### config.mk
export PLATFORM = sky130hd
export DESIGN_NAME = i2c_cfg_seq
export DESIGN_NICKNAME = d
export VERILOG_FILES = /design/src/rtl/i2c_cfg_pkg.sv /design/src/rtl/cfg_delay_timer.sv /design/src/rtl/i2c_cfg_seq.sv
export SDC_FILE = /design/constraint.sdc
export NUM_CORES = 1
export LEC_CHECK = 0
export CORE_AREA = 8 8 106 108
export CTS_BUF_LIST = sky130_fd_sc_hd__clkbuf_2
export DETAILED_ROUTE_END_ITERATION = 7
export DIE_AREA = 0 0 114 116
export PLACE_DENSITY = 0.56
export SLEW_MARGIN = 20
export SYNTH_ARGS = -nofsm -noshare
export SYNTH_HDL_FRONTEND = slang
export SYNTH_SLANG_ARGS = --single-unit
export TNS_END_PERCENT = 1
### constraint.sdc
create_clock -name clk_i -period 6.6 [get_ports clk_i]
set_input_delay 1.32 -clock clk_i [delete_from_list [all_inputs] [get_ports clk_i]]
set_output_delay 1.32 -clock clk_i [all_outputs]
set_load 0.005 [all_outputs]
### src/rtl/i2c_cfg_pkg.sv
// ============================================================================
// Module  : i2c_cfg_pkg
// Brief   : Shared types and constants for the I2C register-table sequencer.
// Revision: 1.0 - initial release
// ============================================================================
`default_nettype none

package i2c_cfg_pkg;

    typedef logic [3:0] state_t;

    localparam state_t ST_IDLE     = 4'd0;
    localparam state_t ST_FETCH    = 4'd1;
    localparam state_t ST_DECODE   = 4'd2;
    localparam state_t ST_ISSUE    = 4'd3;
    localparam state_t ST_WAIT_RSP = 4'd4;
    localparam state_t ST_WAIT_DLY = 4'd5;
    localparam state_t ST_NEXT     = 4'd6;
    localparam state_t ST_DONE     = 4'd7;
    localparam state_t ST_ERROR    = 4'd8;

    localparam logic [7:0] END_REG   = 8'hFF;
    localparam logic [7:0] END_VAL   = 8'hFF;
    localparam logic [7:0] DELAY_REG = 8'hFE;

    typedef struct packed {
        logic [7:0] addr;
        logic [7:0] val;
    } entry_t;

    typedef enum logic [1:0] {
        ENT_WRITE = 2'd0,
        ENT_DELAY = 2'd1,
        ENT_END   = 2'd2
    } entry_kind_e;

    function automatic entry_kind_e classify(input entry_t e);
        if (e.addr == END_REG && e.val == END_VAL) return ENT_END;
        else if (e.addr == DELAY_REG)              return ENT_DELAY;
        else                                       return ENT_WRITE;
    endfunction

endpackage

`default_nettype wire

### src/rtl/cfg_delay_timer.sv
// ============================================================================
// Module  : cfg_delay_timer
// Brief   : Tick down-counter with a DELAY_UNIT prescaler; expired_o pulses in
//           the last cycle of a ticks_i*DELAY_UNIT cycle interval.
// Revision: 1.0 - initial release
// ============================================================================
`default_nettype none

module cfg_delay_timer #(
    parameter int DELAY_UNIT = 100000
) (
    input  logic       clk_i,
    input  logic       rst_ni,
    input  logic       load_i,
    input  logic [7:0] ticks_i,
    output logic       expired_o
);

    localparam int PW = (DELAY_UNIT > 1) ? $clog2(DELAY_UNIT) : 1;
    localparam logic [PW-1:0] PRE_RELOAD = PW'(DELAY_UNIT - 1);

    logic [7:0]    ticks;
    logic [PW-1:0] pre;
    logic          active;

    // Combinational so the owner leaves its wait state exactly on the last cycle.
    assign expired_o = active && (pre == '0) && (ticks == 8'd1);

    always_ff @(posedge clk_i or negedge rst_ni) begin
        if (!rst_ni) begin
            ticks  <= 8'd0;
            pre    <= '0;
            active <= 1'b0;
        end else if (load_i) begin
            ticks  <= ticks_i;
            pre    <= PRE_RELOAD;
            active <= (ticks_i != 8'd0);
        end else if (active) begin
            if (pre == '0) begin
                if (ticks == 8'd1) begin
                    active <= 1'b0;
                end else begin
                    ticks <= ticks - 8'd1;
                    pre   <= PRE_RELOAD;
                end
            end else begin
                pre <= pre - 1'b1;
            end
        end
    end

endmodule

`default_nettype wire

### src/rtl/i2c_cfg_seq.sv
// ============================================================================
// Module  : i2c_cfg_seq
// Brief   : Walks a register table ROM and issues I2C writes with retry,
//           inline delays and done/error reporting.
// Revision: 1.0 - initial release
// ============================================================================
`default_nettype none

module i2c_cfg_seq
    import i2c_cfg_pkg::*;
#(
    parameter logic [6:0] DEV_ADDR   = 7'h39,
    parameter int          N_ENTRIES  = 64,
    parameter int          DELAY_UNIT = 100000,
    parameter int          MAX_RETRY  = 3,
    parameter bit          AUTO_START = 1'b1,
    localparam int         IW         = $clog2(N_ENTRIES)
) (
    input  logic          clk_i,
    input  logic          rst_ni,
    input  logic          start_i,
    output logic          busy_o,
    output logic          done_o,
    output logic          err_o,
    output logic [IW-1:0] err_idx_o,
    output logic [IW-1:0] tbl_addr_o,
    input  logic [15:0]   tbl_data_i,
    output logic          req_valid_o,
    input  logic          req_ready_i,
    output logic [6:0]    req_dev_o,
    output logic [7:0]    req_reg_o,
    output logic [7:0]    req_data_o,
    input  logic          rsp_valid_i,
    input  logic          rsp_nack_i
);

    localparam int RW = (MAX_RETRY > 0) ? $clog2(MAX_RETRY + 1) : 1;
    localparam logic [RW-1:0] RETRY_MAX = RW'(MAX_RETRY);
    localparam logic [IW-1:0] IDX_LAST  = IW'(N_ENTRIES - 1);

    state_t        state;
    logic          auto_go;
    logic [IW-1:0] idx;
    logic [RW-1:0] retry;
    logic [IW-1:0] err_idx;
    logic [7:0]    req_reg;
    logic [7:0]    req_data;
    entry_t        ent;
    entry_kind_e   kind;
    logic          dly_load;
    logic          dly_expired;

    assign ent      = entry_t'(tbl_data_i);
    assign kind     = classify(ent);
    assign dly_load = (state == ST_DECODE) && (kind == ENT_DELAY) && (ent.val != 8'd0);

    cfg_delay_timer #(
        .DELAY_UNIT (DELAY_UNIT)
    ) u_delay (
        .clk_i     (clk_i),
        .rst_ni    (rst_ni),
        .load_i    (dly_load),
        .ticks_i   (ent.val),
        .expired_o (dly_expired)
    );

    always_ff @(posedge clk_i or negedge rst_ni) begin
        if (!rst_ni) begin
            state    <= ST_IDLE;
            auto_go  <= AUTO_START;
            idx      <= '0;
            retry    <= '0;
            err_idx  <= '0;
            req_reg  <= 8'd0;
            req_data <= 8'd0;
        end else begin
            auto_go <= 1'b0;
            case (state)
                // auto_go is only ever set in the first cycle after reset, in IDLE.
                ST_IDLE, ST_DONE, ST_ERROR: begin
                    if (start_i || auto_go) begin
                        state <= ST_FETCH;
                        idx   <= '0;
                        retry <= '0;
                    end
                end
                ST_FETCH:  state <= ST_DECODE;
                ST_DECODE: begin
                    case (kind)
                        ENT_END:   state <= ST_DONE;
                        ENT_DELAY: state <= (ent.val == 8'd0) ? ST_NEXT : ST_WAIT_DLY;
                        default: begin
                            req_reg  <= ent.addr;
                            req_data <= ent.val;
                            state    <= ST_ISSUE;
                        end
                    endcase
                end
                ST_ISSUE: begin
                    if (req_ready_i) state <= ST_WAIT_RSP;
                end
                ST_WAIT_RSP: begin
                    if (rsp_valid_i) begin
                        if (!rsp_nack_i) begin
                            retry <= '0;
                            state <= ST_NEXT;
                        end else if (retry < RETRY_MAX) begin
                            retry <= retry + 1'b1;
                            state <= ST_ISSUE;
                        end else begin
                            err_idx <= idx;
                            state   <= ST_ERROR;
                        end
                    end
                end
                ST_WAIT_DLY: begin
                    if (dly_expired) state <= ST_NEXT;
                end
                ST_NEXT: begin
                    if (idx == IDX_LAST) begin
                        state <= ST_DONE;
                    end else begin
                        idx   <= idx + 1'b1;
                        state <= ST_FETCH;
                    end
                end
                default: state <= ST_IDLE;
            endcase
        end
    end

    assign busy_o      = (state != ST_IDLE) && (state != ST_DONE) && (state != ST_ERROR);
    assign done_o      = (state == ST_DONE);
    assign err_o       = (state == ST_ERROR);
    assign err_idx_o   = err_idx;
    assign tbl_addr_o  = idx;
    assign req_valid_o = (state == ST_ISSUE);
    assign req_dev_o   = DEV_ADDR;
    assign req_reg_o   = req_reg;
    assign req_data_o  = req_data;

endmodule

`default_nettype wire

**Word-level counts from Yosys, hierarchy flattened**

Index checks and enable logic that the tools add are counted.
Widths: inputs -> output; s select.

- Register bits after elaboration: 61
- Input bits: 22
- Output and inout port bits: 39
- Word-level logic and storage cells: 100

- $add $sub $neg: 4
- Magnitude comparators: 1
- Equal/unequal tests: 25
- Multiplexer cells: 32
- Bitwise gates (word level): 2
- Reductions and logical operators: 26

Operator list:

| kind | count |
|---|---|
| $mux 17 | 4 |
| $mux 8 | 4 |
| $pmux 4 s7 | 1 |
| $eq 8x8->1 const B | 3 |
| $mux 4 | 6 |
| $logic_not 17->1 | 1 |
| $sub 17x1->17 const B | 1 |
| $eq 4x3->1 const B | 4 |
| $mux 2 | 6 |
| $mux 6 | 2 |
| $pmux 6 s2 | 1 |
| $reduce_and 4->1 | 3 |
| $ne 2x2->1 const B | 5 |
| $eq 4x2->1 const B | 2 |
| $eq 8x1->1 const B | 1 |
| $logic_not 8->1 | 1 |
| $reduce_bool 2->1 | 4 |
| $reduce_bool 8->1 | 1 |
| $sub 8x1->8 const B | 1 |
| $logic_and 1x1->1 | 7 |
| $add 6x1->6 const B | 1 |
| $eq 6x6->1 const B | 1 |
| $ne 3x3->1 const B | 2 |
| $pmux 3 s2 | 1 |
| 20 further kinds | 27 |

**Longest topological paths before layout**

Gate-level depths: netlist (run 1).

- Depth in word-level cells: 8
- Gate-level depth with buffers: 9
- Depth with buffers taken out: 9

**By module**

From an unflattened synthesis (run 1), not the netlist that was laid out.

- Cell total of the unflattened synthesis: 341
- Area, all modules: 3540.9 um^2

Modules (own cells, without submodules):

| module | times used | cells an instance | area each (um^2) | sequential area each (um^2) |
|---|---|---|---|---|
| i2c_cfg_seq | 1 | 163 | 1856.8 | 877.1 |
| cfg_delay_timer | 1 | 178 | 1684.1 | 650.6 |

**Least setup slack after synthesis (run 1)**

Ideal clock, no wire load.

- Path type: input to register
- Start: input tbl_data_i[7]
- End: register req_data[4] (netlist: req_data_o[4])
- Setup time: 0.125 ns
- Arrival time: 2.650 ns
- Required time: 6.475 ns
- Path slack: 3.825 ns
- Cell stages on the path: 5
- Path buffers: 1
- Cells stage by stage: nand4_1 o21ai_0 a21boi_1 clkbuf_1 mux2_2

- Longest elaborated chain between the ends: 7
- Elaborated cells between the ends (all ways): 8
- Classes of those cells: eq/ne: 3; mux: 1; bitwise: 1; reduce/logical: 3

RTL lines:

| element | RTL line | RTL |
|---|---|---|
| start, declared | i2c_cfg_seq.sv:27 | `input logic [15:0] tbl_data_i,` |
| $eq 8x8->1 (*) | i2c_cfg_pkg.sv:38 | `if (e.addr == END_REG && e.val == END_VAL) return ENT_END;` |
| $logic_and 1x1->1 (*) | i2c_cfg_pkg.sv:38 |  |
| $mux 2 (*) | i2c_cfg_pkg.sv:38 |  |
| $eq 2x1->1 / $eq 2x2->1 (equally long branches) | i2c_cfg_seq.sv:89 | `case (kind)` |
| $reduce_or 2->1 (no source line) (*) | -- |  |
| $not 1->1 (no source line) (*) | -- |  |
| $reduce_and 2->1 (no source line) (*) | -- |  |
| end signal, assigned | i2c_cfg_seq.sv:94 | `req_data <= ent.val;` |
| end, declared | i2c_cfg_seq.sv:47 | `logic [7:0] req_data;` |

Every way passes the cells marked *; elsewhere a longest branch is shown, timed or not.
A chain may end at the register's enable or synchronous reset.

**Final worst setup path (run 1)**

- Start: input tbl_data_i[11]
- End: register u_delay.pre[16]

- Longest elaborated chain between the ends: 8
- Elaborated cells between the ends (all ways): 12
- Classes of those cells: eq/ne: 4; mux: 3; reduce/logical: 5

RTL lines:

| element | RTL line | RTL |
|---|---|---|
| $eq 8x8->1 (on tied branches) | i2c_cfg_pkg.sv:39, i2c_cfg_pkg.sv:38 |  |
| $mux 1 / $logic_and 1x1->1 (equally long branches) | i2c_cfg_pkg.sv:39, i2c_cfg_pkg.sv:38 |  |
| $mux 2 (*) | i2c_cfg_pkg.sv:38 |  |
| $eq 2x1->1 (*) | i2c_cfg_seq.sv:55 | `assign dly_load = (state == ST_DECODE) && (kind == ENT_DELAY) && (ent.val != 8'd0);` |
| $logic_and 1x1->1 (*) (2 in a row) | i2c_cfg_seq.sv:55 |  |
| $ne 3x3->1 (no source line) / $reduce_bool 2->1 (equally long branches) | -- |  |
| $reduce_and 2->1 (no source line) | -- |  |
| end signal, assigned | cfg_delay_timer.sv:47 | `pre <= pre - 1'b1;` |
| end, declared | cfg_delay_timer.sv:23 | `logic [PW-1:0] pre;` |

Marked as above.

==> metrics.txt, run 1 <==
Power, Total=1.20 mW; final setup violation count=0; P_leak=1.62 nW; Max-cap violations=0; Final nets=approximately 410; HP Class=reg2reg; Rel. slew slack=roughly 48%; Placer Congestion=0.817; maximum VDD drop=198 uV; area share of the leading cell type in the synthesized netlist=46.0%; RSZ-0062 raised after global routing=no; DRT Wirelength=7460 um; vias per cell=4.95; antenna violations before repair=0; Worst EP required=7.01 ns; CTS tree=yes; worst-margin pin slew=about 0.79 ns; total grt overflow=0; min cycle time layout=~3.4 ns; Cell Area, Synth=0.00327 sq mm; Fillers=984; synth unique cells=51; synthesized area per cell=10.0 sq um; largest net degree at the start of global routing=62; die area=0.0132 sq mm; Ant. Diodes=0; worst-path maximum fanout=16; chain of cells forming the critical path=clkdlybuf4s50_1 > nand4_1 > nor3_1 > nand3_1 > a2111oi_0 > xnor2_1 > nand2_1; Placeable Area=roughly 0.0095 sq mm; Critical Path Max Stage Delay=0.67 ns; first-pass GRT wire length=12800 um; Layout area overhead=22.0%; Reg clk slew, reported paths=0.20 ns; Worst Hold Depth=1; CP Launch Type=input port; part of the cycle the worst path needs=approximately 52%; htree depth=3; post-placement cell count=500; ranking of synthesized cells by area=dfrtp_1 (46%), mux2_2 (9.3%), o21ai_0 (4.1%); CP arrival=3.85 ns; drt pass-1 iters=4; top cells by count, synth=dfrtp_1 (60), nand2_1 (28), mux2_2 (27), o21ai_0 (27), nor2_1 (24); io pins=61; total CTS buffers=9; met3 WL=slightly above 500 um; chip height=about 120 um; asr flop ratio synth=100%; Synth Register Bits=61; DRT iter0 DRCs=~120; Root Buffer=clkbuf_2; setup tns final=0 ns; Multi-input gate area=approximately 0.0016 sq mm; Post-DRT Antenna Nets=0; fin. max-slew vios=0; top-count cell post-synth=dfrtp_1; vias in the first global route=2678; yosys warns=0; WL/cell=between 10 and 15 um; Setup Buffers After CTS=0; Remaining DRCs=0; Top Layer Used=met4; clock insertion delay at the later pin of the skew report=0.51 ns; PnR worst setup slack=3.16 ns; Cell Rows=36; critical path capture point type=flop; hold_buf cts=0; port buffer count=between 50 and 60; total track usage=about an eighth; sequential area share after synthesis=between 40% and 50%; minimum hold slack=0.530 ns; outcome=completed; die extent in x=114 um; Synth area leader=dfrtp_1; Post-Syn Instances=about 330; clock skew=0.0338 ns; fmax=0.291 GHz; M1 WL=3400 um; critical path type=in2reg; power density over cell area=a little over 300 mW/mm^2; top_reg_cell synth=dfrtp_1; worst slack, placed=2.62 ns; Starting Density=34.2%; Post-DP HPWL=5300 um; final hold vios=0; layout cell share with drive strength beyond 1=14.6%; metal2 WL=roughly 3400 um; Via Count=2555; register area=0.00153 sq mm; Post-CTS Resized=0; Num Clock Sinks=between 60 and 70; depth of the most critical reg-to-reg path=6; maximum buffer depth of the clock tree=2; number of flops mapped to enable cells by yosys=0; CP max stage cell=a2111oi_0; final non-filler cell total=516
==> sequential cells by signal, summed over array words and instances, names as in the netlist, 2 cells and up <==
signal	count
req_data_o	8
retry	2
u_delay.ticks	8
tbl_addr_o	6
req_reg_o	8
state	4
u_delay.pre	17
err_idx_o	6
==> path summary, 6_finish.rpt <==
path / start / to / slack (ns)
min reg2reg: req_data_o[7]$_DFFE_PN0P_ / req_data_o[7]$_DFFE_PN0P_ / 0.53
min in group asynchronous: rst_ni / err_idx_o[1]$_DFFE_PN0P_ / 0.94
min: req_data_o[7]$_DFFE_PN0P_ / req_data_o[7]$_DFFE_PN0P_ / 0.53
max reg2reg: u_delay.pre[5]$_DFFE_PN0P_ / u_delay.ticks[4]$_DFFE_PN0P_ / 3.75
max: tbl_data_i[11] / u_delay.pre[16]$_DFFE_PN0P_ / 3.16
max in group asynchronous: rst_ni / u_delay.pre[7]$_DFFE_PN0P_ / 5.11
==> critical path: cells and delay by family <==
kind / cells / cell delay [ns]
AOI/OAI and AO/OA: 1 / 0.67
xor gates and xnor gates: 1 / 0.18
buffers and inverters: 1 / 0.48
and+or+nand+nor: 4 / 1.19
==> cell families after synthesis <==
| kind of cell | count (synthesis) | share of synthesized area [%] |
|---|---|---|
| adders and majority gates | 6 | 2.30 |
| muxes | 29 | 9.92 |
| AOI/OAI and AO/OA | 64 | 12.5 |
| xor gates and xnor gates | 15 | 4.02 |
| buffers and inverters | 33 | 4.75 |
| other | 2 | 0.230 |
| DFF | 61 | 46.8 |
| and+or+nand+nor | 116 | 19.5 |
==> through the flow <==
stage	utilization [%]	cell area (sq um)
floorplan	-	3290
finish	41.7	3980
global route	41.7	3980
CTS	41.7	3980
detailed placement	40.8	3890
global placement	40.8	3890
==> layout by cell type (no fill, tap or decap), types with 3 or more instances in the layout <==
cell,n
clkinvlp_4,4
nand4_1,3
o21ai_0,27
a2111oi_0,3
clkbuf_2,10
a22oi_1,4
inv_1,12
nand3_1,11
nor3_1,8
clkdlybuf4s50_1,52
conb_1,8
and3_1,5
nand2b_1,6
nor2_1,24
o211ai_1,3
ha_1,6
buf_4,3
or4_1,5
xnor2_1,14
o21ai_1,3
nand2_1,28
o31ai_1,5
dfrtp_1,60
a21oi_1,4
mux2_2,27
or3_1,9
==> power by group <==
part	switching, mW	internal, mW	total (mW)
combinational	0.189	0.272	0.461
clock	0.143	0.0490	0.192
sequential	0.0847	0.465	0.550
==> per-layer routing <==
layer,track usage [%],up-vias
met5,0,-
met4,4.08,0
met3,5.32,10
met2,19.0,53
met1,14.5,1237
li1,-,1255
==> cell type report <==
type	count	area share (%)
clock inverter	6	1.01
inverter	12	1.13
tap	133	4.18
sequential	61	38.4
multi-input combinational	238	40.3
timing repair buffer	56	13.8
clock buffer	10	1.26
(Power assumes the default switching activity.)
==> run 2: changes to the inputs <==
==> constraint.sdc (replaced) <==
create_clock -name clk_i -period 3.6 [get_ports clk_i]
set_input_delay 0.72 -clock clk_i [delete_from_list [all_inputs] [get_ports clk_i]]
set_output_delay 0.72 -clock clk_i [all_outputs]
set_load 0.005 [all_outputs]
==> run 2 against run 1 <==
  * Clock power increased by 110%
  * Critical path type is now reg2reg
  * Die area unchanged
  * Highest routed layer is now met5
  * Setup slack lost 2.4 ns
  * Critical endpoint is now u_delay.ticks[4]$_DFFE_PN0P_
  * Final cell count increased by 0.39%
  * Global-route usage is 0.31 points lower
  * Worst hold slack got worse by 0.34 ns
==> metrics.txt, run 2 (synthesis results as in run 1) <==
most frequent cells in the layout=dfrtp_1 (60), clkdlybuf4s50_1 (52), nand2_1 (28); Fillers=between 900 and 1000; Layout area overhead=23.1%; first-pass GRT wire length=around 12000 um; clock skew=0.0205 ns; Top reg by flops=u_delay.pre; final setup violation count=0; layout cell share with drive strength beyond 1=15.1%; Remaining DRCs=0; Setup Buffers After CTS=0; worst-path maximum fanout=11; total CTS buffers=9; CTS tree=yes; antenna violations before repair=0; fin. max-slew vios=0; critical path capture point type=flop; drt pass-1 iters=4; WL/cell=14.4 um; commonest non-fill, non-tap cell in the layout=dfrtp_1; CP arrival=3.24 ns; critical path type=reg2reg; Ant. Diodes=0; maximum VDD drop=291 uV; Placeable Area=0.00955 sq mm; HP Class=in2async; Rel. slew slack=61.5%; Root Buffer=clkbuf_2; min cycle time layout=2.85 ns; CP Launch Type=flop; Num Clock Sinks=61; outcome=completed; P_leak=1.65 nW; Post-CTS Resized=0; total track usage=about an eighth; setup tns final=0 ns; die area=between 0.01 and 0.015 sq mm; vias per cell=a little under 5; Max-cap violations=0; maximum buffer depth of the clock tree=2; DRT Wirelength=between 7000 and 8000 um; die extent in x=114 um; largest net degree at the start of global routing=44; max FFs per register=17; power density over cell area=563 mW/mm^2; worst-margin pin slew=around 0.58 ns; worst slack, placed=0.605 ns; port buffer count=53; final hold vios=0; fin area=0.00402 sq mm; Final Util=42.1%; total grt overflow=0; Worst EP required=3.99 ns; DRT iter0 DRCs=114; part of the cycle the worst path needs=79.1%; Cell Rows=36; Post-DRT Antenna Nets=0; Reg clk slew, reported paths=roughly 0.16 ns; Post-DP HPWL=5290 um; fmax=0.351 GHz; clock insertion delay at the later pin of the skew report=around 0.49 ns; htree depth=3; Area after DPL=0.00392 sq mm; io pins=61; Final nets=slightly above 400; vias in the first global route=2629; chip height=around 120 um; RSZ-0062 raised after global routing=no; Starting Density=about a third; PnR worst setup slack=0.751 ns; Via Count=2549; Placer Congestion=between 0.8 and 0.9; hold_buf cts=0
## run 2: per-stage QoR
step / power, mW / hold slack [ns] / std cells
floorplan: 1.49 / 0.424 / 332
global placement: 1.87 / 0.487 / 503
detailed placement: 1.88 / 0.495 / 503
CTS: 2.31 / 0.376 / 518
global route: 2.43 / 0.185 / 518
finish: 2.26 / 0.192 / 518
## run 2: path summary, 6_finish.rpt
path	from	to	slack, ns	cells after the start
max	u_delay.pre[5]$_DFFE_PN0P_	u_delay.ticks[4]$_DFFE_PN0P_	0.75	6
max reg2reg	u_delay.pre[5]$_DFFE_PN0P_	u_delay.ticks[4]$_DFFE_PN0P_	0.75	6
min	rst_ni	err_idx_o[0]$_DFFE_PN0P_	0.19	1
min reg2reg	err_idx_o[1]$_DFFE_PN0P_	err_idx_o[1]$_DFFE_PN0P_	0.53	1
min in group clk_i	err_idx_o[1]$_DFFE_PN0P_	err_idx_o[1]$_DFFE_PN0P_	0.53	1
max in group asynchronous	rst_ni	u_delay.pre[12]$_DFFE_PN0P_	2.70	2
## run 2: area by class of cell
class / count / area, sq um / share of cell area, %
repair buffers: 59 / 573 / 14.3
inverters: 12 / 45.0 / 1.12
clock buffers: 10 / 50.0 / 1.24
clock inverters: 5 / 52.6 / 1.31
well taps: 133 / 166 / 4.14
flip-flops and latches: 61 / 1530 / 38.0
multi-input cells: 238 / 1610 / 39.9
## run 2: where the power goes
group / switching [mW] / internal [mW] / leakage (nW) / total (mW)
logic: 0.342 / 0.506 / 0.868 / 0.848
clock network: 0.251 / 0.156 / 0.0675 / 0.407
registers: 0.154 / 0.853 / 0.717 / 1.01
## run 2: critical path: stages, from the launching register on
cell     delay, ns
dfrtp_1       0.44
or3_1         0.47
or4_1         0.62
or4b_1        0.76
nor4_4        0.23
xnor2_1       0.16
o21ai_1       0.07
## run 2: metal layers
| metal | wire length (um) | track usage [%] | vias to the layer above |
|---|---|---|---|
| met4 | 140 | 5.32 | 2 |
| li1 | - | - | 1256 |
| met1 | 3510 | 14.4 | 1212 |
| met5 | 5 | 0 | - |
| met2 | 3310 | 17.9 | 67 |
| met3 | 524 | 4.90 | 12 |
==> run 3: changes to the inputs <==
==> constraint.sdc (replaced) <==
create_clock -name clk_i -period 2.9 [get_ports clk_i]
set_input_delay 0.58 -clock clk_i [delete_from_list [all_inputs] [get_ports clk_i]]
set_output_delay 0.58 -clock clk_i [all_outputs]
set_load 0.005 [all_outputs]
==> run 3 against run 2 <==
  * Via count increased by 1.3%
  * Sequential power increased by 24%
  * Non-clock buffer count increased by 6
  * Critical endpoint unchanged
  * Largest power group unchanged
==> metrics.txt, run 3 (synthesis results as in run 1) <==
clock insertion delay at the later pin of the skew report=0.49 ns; CP Launch Point=u_delay.pre[12]$_DFFE_PN0P_; outcome=completed; worst-path maximum fanout=7; CP arrival=3.14 ns; first-pass GRT wire length=12600 um; Post-CTS Resized=0; most frequent cells in the layout=dfrtp_1 (60), clkdlybuf4s50_1 (52), nand2_1 (28); Final nets=415; largest net degree at the start of global routing=38; Remaining DRCs=0; CP max stage cell=or4b_1; chip height=about 120 um; critical path capture point type=flop; total track usage=~12%; Max-cap violations=0; Rel. slew slack=58.6%; htree depth=3; Via Count=2582; antenna violations before repair=0; hold_buf cts=0; fin. max-slew vios=0; Placeable Area=around 0.0095 sq mm; chain of cells forming the critical path=or4_1 > or4_4 > or4b_1 > nor4_4 > xnor2_1 > o21ai_1; critical path type=reg2reg; Top reg by flops=u_delay.pre; Root Buffer=clkbuf_2; layout cell share with drive strength beyond 1=roughly 16%; die area=0.0132 sq mm; Post-DRT Antenna Nets=0; commonest non-fill, non-tap cell in the layout=dfrtp_1; Ant. Diodes=0; Num Clock Sinks=61; io pins=61; maximum buffer depth of the clock tree=2; vias in the first global route=2600; drt pass-1 iters=4; clock skew=0.0197 ns; min cycle time layout=2.75 ns; part of the cycle the worst path needs=95.0%; port buffer count=53; Post-DP HPWL=5550 um; die extent in x=approximately 110 um; total CTS buffers=9; total grt overflow=0; Worst EP required=about 3.3 ns; WL/cell=14.6 um; max FFs per register=17; CTS tree=yes; final setup violation count=0; Starting Density=34.2%; setup tns final=0 ns; final hold vios=0; power density over cell area=711 mW/mm^2; Final Util=43.0%; DRT iter0 DRCs=between 100 and 150; Fillers=slightly below 1000; Reg-to-Reg Start=u_delay.pre[12]$_DFFE_PN0P_; Placer Congestion=0.825; vias per cell=between 4 and 5; fmax=0.363 GHz; Reg clk slew, reported paths=0.19 ns; P_leak=1.69 nW; HP Class=in2async; Setup Buffers After CTS=0; DRT Wirelength=7680 um; CP Launch Type=flop; worst-margin pin slew=0.621 ns; Critical Path Max Stage Delay=slightly below 0.7 ns; Layout area overhead=25.9%; RSZ-0062 raised after global routing=no; Cell Rows=36; maximum VDD drop=407 uV
==> run 3: cell types whose count changed in the layout (fill, tap and decap cells not counted), sizes merged <==
cell | previous run | this run
buf | 7 | 13
bufinv | 1 | 2
clkinv | 3 | 2
clkinvlp | 1 | 2
==> run 3: worst paths after layout <==
| check | endpoint | slack, ns | depth (start not counted) |
|---|---|---|---|
| hold / removal | req_reg_o[5]$_DFFE_PN0P_ | 0.07 | 1 |
| max in group asynchronous | u_delay.ticks[2]$_DFFE_PN0P_ | 2.20 | 2 |
| setup / recovery | u_delay.ticks[4]$_DFFE_PN0P_ | 0.15 | 6 |
| hold reg to reg | u_delay.pre[9]$_DFFE_PN0P_ | 0.52 | 1 |
| setup reg to reg | u_delay.ticks[4]$_DFFE_PN0P_ | 0.15 | 6 |
| min in group clk_i | u_delay.pre[9]$_DFFE_PN0P_ | 0.52 | 1 |
==> run 3: stage by stage <==
stage | std cells | power (mW) | hold WS [ns] | cell area, sq um | setup WS (ns)
CTS | 525 | 2.97 | 0.0314 | 4110 | 0.133
global route | 525 | 3.13 | 0.0226 | 4110 | 0.0179
detailed placement | 509 | 2.33 | 0.491 | 3970 | 0.150
finish | 525 | 2.92 | 0.0685 | 4110 | 0.146
global placement | 509 | 2.32 | 0.487 | 3970 | 0.191
floorplan | 332 | 1.84 | 0.284 | 3290 | 0.369
==> run 3: report_power, final <==
group	switching (mW)	total [mW]	internal, mW
clock	0.328	0.615	0.287
combinational	0.427	1.06	0.631
sequential	0.189	1.25	1.06
==> run 3: final cells by class <==
type | instances | area (sq um) | area share (%)
Clock inverter | 6 | 87.6 | 2.13
Tap cell | 133 | 166 | 4.05
Clock buffer | 10 | 50.0 | 1.22
Multi-Input combinational cell | 238 | 1610 | 39.1
Inverter | 12 | 45.0 | 1.10
Sequential cell | 61 | 1530 | 37.2
Timing Repair Buffer | 65 | 628 | 15.3
==> run 3: critical path: cells and delay by family (launching register included) <==
| kind | cells | cell delay [ns] |
|---|---|---|
| compound gates | 1 | 0.07 |
| xor+xnor | 1 | 0.15 |
| flops | 1 | 0.45 |
| simple gates | 4 | 2.00 |
==> run 3: metal layers <==
layer	track usage, %	vias to the layer above	part of all wire, %
li1	-	1278	-
met1	14.7	1237	47
met2	18.6	60	45
met3	5.78	7	6.8
met4	3.11	0	0.98
met5	0	-	0
